**src/rtl/sect163r1_pt_mul_unload.sv**
```systemverilog
// Result unloader for sect163r1_pt_mul: captures {y,x} on the rising edge of done_i
// and streams it out as 2*NW ready/valid words, x first, least-significant word first.
module sect163r1_pt_mul_unload #(
    parameter int DW = 32
) (
    input  logic          clk,
    input  logic          rst_n,
    input  logic          clr,
    input  logic          done_i,
    input  logic [162:0]  x_i,
    input  logic [162:0]  y_i,
    output logic [DW-1:0] out_data,
    output logic          out_valid,
    input  logic          out_ready,
    output logic          out_last,
    output logic          busy,
    output logic          ovf
);

    localparam int NW     = (163 + DW - 1) / DW;
    localparam int NWORDS = 2 * NW;
    localparam int CW     = NW * DW;
    localparam int IW     = $clog2(NWORDS);
    localparam logic [IW-1:0] LAST_IDX = IW'(NWORDS - 1);

    typedef enum logic {IDLE, SEND} state_t;

    state_t                        r_state;
    logic [IW-1:0]                 r_idx;
    logic [NWORDS-1:0][DW-1:0]     r_buf;
    logic                          r_done_d;
    logic                          r_ovf;

    state_t                        w_nstate;
    logic [IW-1:0]                 w_nidx;
    logic                          w_novf;
    logic                          w_load;
    logic                          w_cap;
    logic                          w_xfer;
    logic                          w_final;
    logic                          w_send;

    assign w_send  = (r_state == SEND);
    assign w_cap   = done_i & ~r_done_d;
    assign w_xfer  = w_send & out_ready;
    assign w_final = w_xfer & (r_idx == LAST_IDX);

    always_comb begin
        w_nstate = r_state;
        w_nidx   = r_idx;
        w_novf   = r_ovf;
        w_load   = 1'b0;
        case (r_state)
            IDLE: begin
                if (w_cap) begin
                    w_load   = 1'b1;
                    w_nidx   = '0;
                    w_nstate = SEND;
                end
            end
            SEND: begin
                if (w_cap && w_final) begin
                    // back-to-back result: reload without a bubble
                    w_load = 1'b1;
                    w_nidx = '0;
                end else begin
                    if (w_cap)
                        w_novf = 1'b1;
                    if (w_final) begin
                        w_nstate = IDLE;
                        w_nidx   = '0;
                    end else if (w_xfer) begin
                        w_nidx = r_idx + 1'b1;
                    end
                end
            end
            default: w_nstate = IDLE;
        endcase
    end

    always_ff @(posedge clk or negedge rst_n) begin
        if (!rst_n) begin
            r_state  <= IDLE;
            r_idx    <= '0;
            r_buf    <= '0;
            r_done_d <= 1'b0;
            r_ovf    <= 1'b0;
        end else if (clr) begin
            // done_d follows done_i so a level already high is not seen as an edge
            r_state  <= IDLE;
            r_idx    <= '0;
            r_done_d <= done_i;
            r_ovf    <= 1'b0;
        end else begin
            r_state  <= w_nstate;
            r_idx    <= w_nidx;
            r_done_d <= done_i;
            r_ovf    <= w_novf;
            if (w_load)
                r_buf <= {CW'(y_i), CW'(x_i)};
        end
    end

    assign out_valid = w_send;
    assign busy      = w_send;
    assign out_last  = w_send && (r_idx == LAST_IDX);
    assign out_data  = w_send ? r_buf[r_idx] : '0;
    assign ovf       = r_ovf;

endmodule

```
**config.mk**
```make
export PLATFORM = sky130hd
export DESIGN_NAME = sect163r1_pt_mul_unload
export DESIGN_NICKNAME = d
export VERILOG_FILES = /design/src/rtl/sect163r1_pt_mul_unload.sv
export SDC_FILE = /design/constraint.sdc
export NUM_CORES = 1
export LEC_CHECK = 0
export BUFFER_PORTS_ARGS = -buffer_cell sky130_fd_sc_hd__buf_2
export CORE_UTILIZATION = 25
export DETAILED_ROUTE_END_ITERATION = 16
export GPL_TIMING_DRIVEN = 0
export PLACE_DENSITY = 0.53
export SLEW_MARGIN = 5
export SYNTH_ARGS = -nofsm -noshare
export SYNTH_HDL_FRONTEND = slang
export SYNTH_SLANG_ARGS = --single-unit
```
**constraint.sdc**
```tcl
create_clock -name clk -period 4.05 [get_ports clk]
set_input_delay 0.2025 -clock clk [delete_from_list [all_inputs] [get_ports clk]]
set_output_delay 0.2025 -clock clk [all_outputs]
set_load 0.01 [all_outputs]
```
== Word level (Yosys, flattened, before mapping) ==
Cells that the tools add are included.
Storage, ports and cells
  register bits after elaboration: 333
  input port bits: 331
  output and inout bits: 36
  word-level logic and storage cells: 55
Cells by class
  add/subtract/negate cells: 1
  magnitude comparators: 1
  equality and inequality tests: 4
  mux-type cells: 20
  bitwise gates (word level): 6
  reduce and logical (&&, ||, !) cells: 7
Operators by type and width (count)
  $bmux 32 s4: 1
  $mux 32: 2
  $mux 4: 5
  $mux 1: 9
  $pmux 4 s2: 1
  $lt 4x5->1 const B: 1
  $ne 5x2->1 const B: 1
  $add 4x1->4 const B: 1
  $eq 4x4->1 const B: 1
  $pmux 1 s2: 2
  $reduce_and 2->1: 2
  $reduce_bool 2->1: 2
  $and 1x1->1: 3
  $ne 3x3->1 const B: 1
  $not 1->1: 3
  $reduce_and 3->1: 1
  $logic_and 1x1->1: 2
  $ne 2x2->1 const B: 1

== Logic depth before layout (Yosys ltp) ==
Gate-level depths: netlist (run 1).
  depth after elaboration: 6
  mapped depth: 8

== Worst setup path before layout (run 1) ==
No wires, ideal clock.
  path kind: register -> output
  from: register r_idx[1]
  to: output port out_data[5]
  data arrival time: 1.741 ns
  required time: 3.848 ns
  setup slack: 2.106 ns
  stages on the path, launching flop included: 6
  buffers on the path: 2
  cells stage by stage: dfrtp_1 -> buf_2 -> buf_2 -> mux4_2 -> o211ai_1 -> o21ai_0
On the way
  cells in the longest elaborated chain, start to end: 3
RTL lines
  from (decl): RTL line 29  | logic [IW-1:0] r_idx;
  from (signal assigned): RTL line 96  | r_idx <= w_nidx;
  $bmux 32 s4: RTL line 107  | assign out_data = w_send ? r_buf[r_idx] : '0;
  $mux 32 (implied by the code): RTL line 107
  $mux 32: RTL line 107
  to (decl): RTL line 12  | output logic [DW-1:0] out_data,
Every way passes these cells. The select of a mux whose other input is x is not followed.

== Final worst setup path (run 1) ==
  from: register r_idx[0]
  to: output port out_data[9]
The elaborated chain is that of the path after synthesis.

==> flow_metrics.py, run 1 <==
metrics = {
    "layout": {
        "drive_gt1_frac": 0.393,
        "final_common_cell": "buf_2",
        "nets": 2142,
        "multi_input_area_mm2": 0.00639,
        "final_cell_mix": "buf_2 (386), dfrtp_1 (333), dlygate4sd3_1 (330)",
        "area_growth_pct": 50.5,
        "regArea_mm2": 0.00833,
        "fin_area_mm2": 0.0230,
        "fillCellCount": 5786,
    },
    "logic_synthesis": {
        "syn_inst": 1068,
        "ys_seq_elements": 333,
        "syn_nets": 1400,
        "synth_edf_count": 0,
        "synth_seq_area_share": 0.546,
        "synthArstFlopShare": 1.00,
        "ys_types": 29,
        "ys_warn_count": 0,
        "syn_avg_cell_area_um2": 14.3,
        "syn_area_mm2": 0.0153,
        "ys.flop_type": "dfrtp_1",
    },
    "sta": {
        "slew_headroom": 0.383,
        "finalHoldViolations": 0,
        "period_minus_slack_ns": 3.59,
        "worst_pin_slew_ns": 0.925,
        "finalCritPeriodShare": 0.886,
        "rsz0062_at_grt": "no",
        "fin_skew_ns": 0.0188,
        "setup_viol": 0,
        "max_freq_mhz": 279,
        "setup_slack_ns": 0.464,
        "slew_viol_final": 0,
        "tns_ns": 0,
    },
    "routing": {
        "drc": 0,
        "via_per_inst": 4.59,
        "wl_per_cell_um": 22.8,
        "drtIter0Drc": 555,
        "wirelength_mm": 60.1,
        "ant_nets": 0,
        "drt_pass1_iterations": 5,
        "vias": 12100,
    },
    "floorplanning": {
        "ios": 367,
        "dieWidth_um": 249,
        "row_count": 90,
        "core_mm2": 0.0604,
        "start_util": 0.253,
        "die_h_um": 249,
        "dieArea_mm2": 0.0620,
    },
    "pwr": {
        "p_clk_frac": 0.387,
        "p_sw_w": 0.00271,
        "swShare": 0.263,
        "p_leak_nw": 9.79,
        "comb_power_share": 0.183,
        "seq_power_share": 0.430,
        "cell_internal_pwr_w": 0.00759,
        "finalPower_w": 0.0103,
        "peakVddDrop_mv": 0.296,
        "power.density_mw_per_mm2": 449,
    },
    "global_routing": {
        "grt_pass1_wl_mm": 87.9,
        "antenna_found_initial": 12,
        "grt_use_total": 0.194,
        "grt_max_degree": 108,
        "grt_pass1_vias": 13200,
        "grt_overflow": 0,
    },
    "placement": {
        "place_area_mm2": 0.0182,
        "place_ws_ns": 0.986,
        "dp_hpwl_mm": 44.0,
        "place.port_buffers": 365,
        "place_congestion": 0.795,
    },
    "clocking": {
        "htreeDepth": 2,
        "cts_resized": 0,
        "cts_buffers": 42,
        "root_buffer": "clkbuf_16",
        "cts_setup_buffers": 0,
        "cts_sinks": 333,
        "cts_tree": "yes",
        "clkLatencyLatePin_ns": 0.57,
        "cts_hold_buffers": 330,
        "clk_path_buf_depth": 3,
        "clk_pin_slew_ns": 0.06,
    },
    "run_status": {
        "outcome": "finished clean",
    },
    "critical_path": {
        "cp.arrival_ns": 3.38,
        "worstPathMaxFanout": 10,
        "worst_ep_required_time_ns": 3.85,
        "endpoint_kind": "primary output",
        "start_kind": "flop",
        "crit_type": "reg -> out",
    },
    "min_path": {
        "hold_path_class": "in -> async",
    },
    "run": {
        "max-cap-violations": 0,
    },
}
[worst paths after layout]
| path | slack (ns) | to | cells past startpoint | startpoint |
|---|---|---|---|---|
| min in group clk | 0.37 | r_buf[82]$_DFFE_PN0P_ | 3 | x_i[82] |
| min reg2reg | 0.48 | r_buf[221]$_DFFE_PN0P_ | 1 | r_buf[221]$_DFFE_PN0P_ |
| min | 0.13 | r_buf[209]$_DFFE_PN0P_ | 2 | rst_n |
| max | 0.46 | out_data[9] | 7 | r_idx[0]$_DFFE_PN0P_ |
| max reg2reg | 1.56 | r_idx[3]$_DFFE_PN0P_ | 7 | r_idx[2]$_DFFE_PN0P_ |
| max in group asynchronous | 2.60 | r_buf[347]$_DFFE_PN0P_ | 4 | rst_n |
[cells in the mapped netlist, types with 7 or more instances]
master	n	area, um2
a21oi_1	37	185
buf_1	7	26.3
buf_2	22	110
buf_4	17	128
buf_6	16	180
clkbuf_1	22	82.6
dfrtp_1	333	8330
mux2_1	140	1580
mux2_2	188	2120
mux2i_1	61	611
mux4_2	35	788
nand2b_1	7	43.8
nand3_1	31	155
nor2_1	35	131
o211ai_1	57	428
o21ai_0	31	155
[metrics by stage]
| step | util | cells | hold WS (ns) |
|---|---|---|---|
| 4_1_cts | 0.380 | 2623 | 0.115 |
| 5_1_grt | 0.380 | 2628 | 0.159 |
| 2_1_floorplan | - | 1068 | -0.0931 |
| 3_3_place_gp | 0.299 | 2215 | 0.357 |
| 3_5_place_dp | 0.301 | 2218 | 0.165 |
| 6_report | 0.380 | 2630 | 0.134 |
[layout make-up]
cell class	instances	area share
clock inverter	19	0.0113
timing repair buffer	698	0.227
sequential	333	0.363
buffer	85	0.0232
antenna	7	0.000763
multi-input combinational	647	0.278
tap	782	0.0426
inverter	3	0.000490
clock buffer	56	0.0533
[power groups by stage]
stage	registers [W]	clock network, W	logic [W]
after floorplan	0.00435	0	0.00100
after global placement	0.00445	0	0.00160
after detailed placement	0.00448	0	0.00165
after CTS	0.00443	0.00411	0.00192
after global routing	0.00452	0.00423	0.00205
final	0.00443	0.00399	0.00189
[state kept, by name, summed over array words and instances, names as in the netlist]
signal,count
r_buf,326
r_idx,4
busy,1
ovf,1
r_done_d,1
[cells by family (layout without fill, tap and decap cells)]
logic type               Yosys count  count (layout)  synth area share
multiplexers                     424             424             0.334
flip-flops                       333             333             0.546
AO/OA/AOI/OAI                    135             135            0.0566
buffers and inverters             88             861            0.0356
AND/OR/NAND/NOR                   87              87            0.0274
adder cells (fa/ha/maj)            1               1          0.000820
other                              0               7                 0
[worst max-delay path: stages (launching register included)]
cell,delay [ns]
dfrtp_1,0.35
buf_2,0.25
buf_2,0.38
clkbuf_1,0.65
clkbuf_1,0.46
o211ai_1,0.28
o21ai_0,0.23
buf_2,0.20
[per-layer routing]
metal  up-vias  wire (um)  GRT usage
li1       5449          -          -
met1      6113      26100      0.248
met2       378      28600      0.324
met3       110       3100     0.0390
met4        12       2150     0.0743
met5         -         73          0
Note: power is estimated with default switching activity, not from simulation.
==> run 2: changes to the inputs <==
- CORE_MARGIN: default -> 4
==> flow_metrics.py, run 2 (same netlist as run 1, synthesis figures left out) <==
metrics = {
    "floorplanning": {
        "row_count": 90,
        "dieWidth_um": 255,
        "dieArea_mm2": 0.0651,
        "ios": 367,
        "die_h_um": 255,
        "start_util": 0.253,
        "core_mm2": 0.0604,
    },
    "routing": {
        "drt_pass1_iterations": 5,
        "wl_per_cell_um": 23.3,
        "drc": 0,
        "vias": 12000,
        "ant_nets": 0,
        "drtIter0Drc": 638,
        "wirelength_mm": 61.4,
        "via_per_inst": 4.57,
    },
    "critical_path": {
        "crit_family": "buffers and inverters",
        "worstPathCellList": "buf_2, buf_2, mux4_2, o211ai_1, o21ai_0, buf_2",
        "path_common_cell": "buf_2",
        "worst-path-stages": 6,
        "r2r_cells": 7,
        "rrSetupSlack_ns": 1.65,
        "cp.arrival_ns": 3.50,
        "crit_path_top_delay_cell": "mux4_2",
        "startpoint": "r_idx[1]$_DFFE_PN0P_",
        "start_kind": "flop",
        "critical_path.endpoint": "out_data[26]",
        "crit_type": "reg -> out",
        "worst_ep_required_time_ns": 3.85,
        "timing.rr.start": "r_idx[2]$_DFFE_PN0P_",
        "critPathBufInv": 3,
        "worstPathMaxFanout": 10,
        "endpoint_kind": "primary output",
        "cpPeakStageDelay_ns": 0.63,
        "r2r-end": "r_idx[3]$_DFFE_PN0P_",
    },
    "sta": {
        "slew_viol_final": 0,
        "finalHoldViolations": 0,
        "period_minus_slack_ns": 3.70,
        "worst_pin_slew_ns": 0.882,
        "rsz0062_at_grt": "no",
        "setup_viol": 0,
        "finalCritPeriodShare": 0.914,
        "tns_ns": 0,
        "max_freq_mhz": 270,
        "fin_skew_ns": 0.0120,
        "slew_headroom": 0.412,
    },
    "clocking": {
        "clk_path_buf_depth": 3,
        "htreeDepth": 2,
        "cts_buffers": 41,
        "clkLatencyLatePin_ns": 0.56,
        "cts_setup_buffers": 0,
        "root_buffer": "clkbuf_16",
        "cts_resized": 0,
        "cts_tree": "yes",
        "cts_hold_buffers": 330,
        "clk_pin_slew_ns": 0.06,
        "cts_sinks": 333,
    },
    "global_routing": {
        "antenna_found_initial": 16,
        "gr-usage-met1": 0.229,
        "grt_overflow": 0,
        "grt_pass1_vias": 13400,
        "gr-usage-met2": 0.321,
        "busiest_layer": "met2",
        "met3_usage": 0.0506,
        "grt_use_total": 0.186,
        "grt_pass1_wl_mm": 88.0,
        "grt_max_degree": 113,
    },
    "pwr": {
        "peakVddDrop_mv": 0.308,
        "p_leak_nw": 9.73,
        "power.density_mw_per_mm2": 437,
    },
    "placement": {
        "dp_hpwl_mm": 45.3,
        "place.port_buffers": 365,
        "place_congestion": 0.803,
        "dpl.cell_count": 2218,
    },
    "run_status": {
        "outcome": "finished clean",
    },
    "layout": {
        "largest_register_ffs": 326,
        "area_growth_pct": 49.5,
        "final_cell_mix": "buf_2 (386), dfrtp_1 (333), dlygate4sd3_1 (330)",
        "fin_cells": 2632,
        "nets": 2141,
        "drive_gt1_frac": 0.390,
        "reg_top3": "r_buf (326), r_idx (4)",
        "final_common_cell": "buf_2",
        "largest-register": "r_buf",
    },
    "min_path": {
        "hold_path_class": "in -> async",
    },
    "run": {
        "max-cap-violations": 0,
    },
}
[run 2: cell type report]
type	count	area, um2
inverters	3	11.3
clock inverters	18	188
diodes	12	30.0
multi-input cells	647	6390
fillers	5800	37500
well taps	782	978
repair buffers	698	5220
clock buffers	54	1130
plain buffers	85	532
flip-flops and latches	333	8330
[run 2: stage by stage]
stage | total power (W) | util | area (um2) | hold WS (ns) | worst slack [ns]
after detailed placement | 0.00614 | 0.301 | 18200 | 0.209 | 0.874
after floorplan | 0.00535 | - | 15300 | -0.0931 | 2.11
after global placement | 0.00605 | 0.299 | 18100 | 0.357 | -3.87
final | 0.00997 | 0.378 | 22800 | 0.188 | 0.347
after global routing | 0.0105 | 0.378 | 22800 | 0.207 | 0.0846
after CTS | 0.0101 | 0.378 | 22800 | 0.170 | 0.270
[run 2: worst min-delay path by stage]
stage           start                      to  slack, ns  cells after the start
2_1_floorplan   rst_n          busy$_DFF_PN0_      -0.09                      0
3_3_place_gp   done_i      r_done_d$_DFF_PN0_       0.36                      1
3_5_place_dp    rst_n   r_buf[19]$_DFFE_PN0P_       0.21                      1
4_1_cts         rst_n  r_buf[148]$_DFFE_PN0P_       0.17                      2
5_1_grt         rst_n  r_buf[148]$_DFFE_PN0P_       0.21                      2
6_report        rst_n  r_buf[148]$_DFFE_PN0P_       0.19                      2
[run 2: layer usage]
layer,part of all wire,vias to the layer above
li1,-,5452
met1,0.41,6099
met2,0.49,370
met3,0.064,108
met4,0.032,10
met5,0.0011,-
[run 2: report_power, final]
part | internal, W | total, W | switching (W)
clock network | 0.00217 | 0.00366 | 0.00149
registers | 0.00406 | 0.00444 | 0.000374
logic | 0.00108 | 0.00188 | 0.000800
total | 0.00731 | 0.00997 | 0.00266
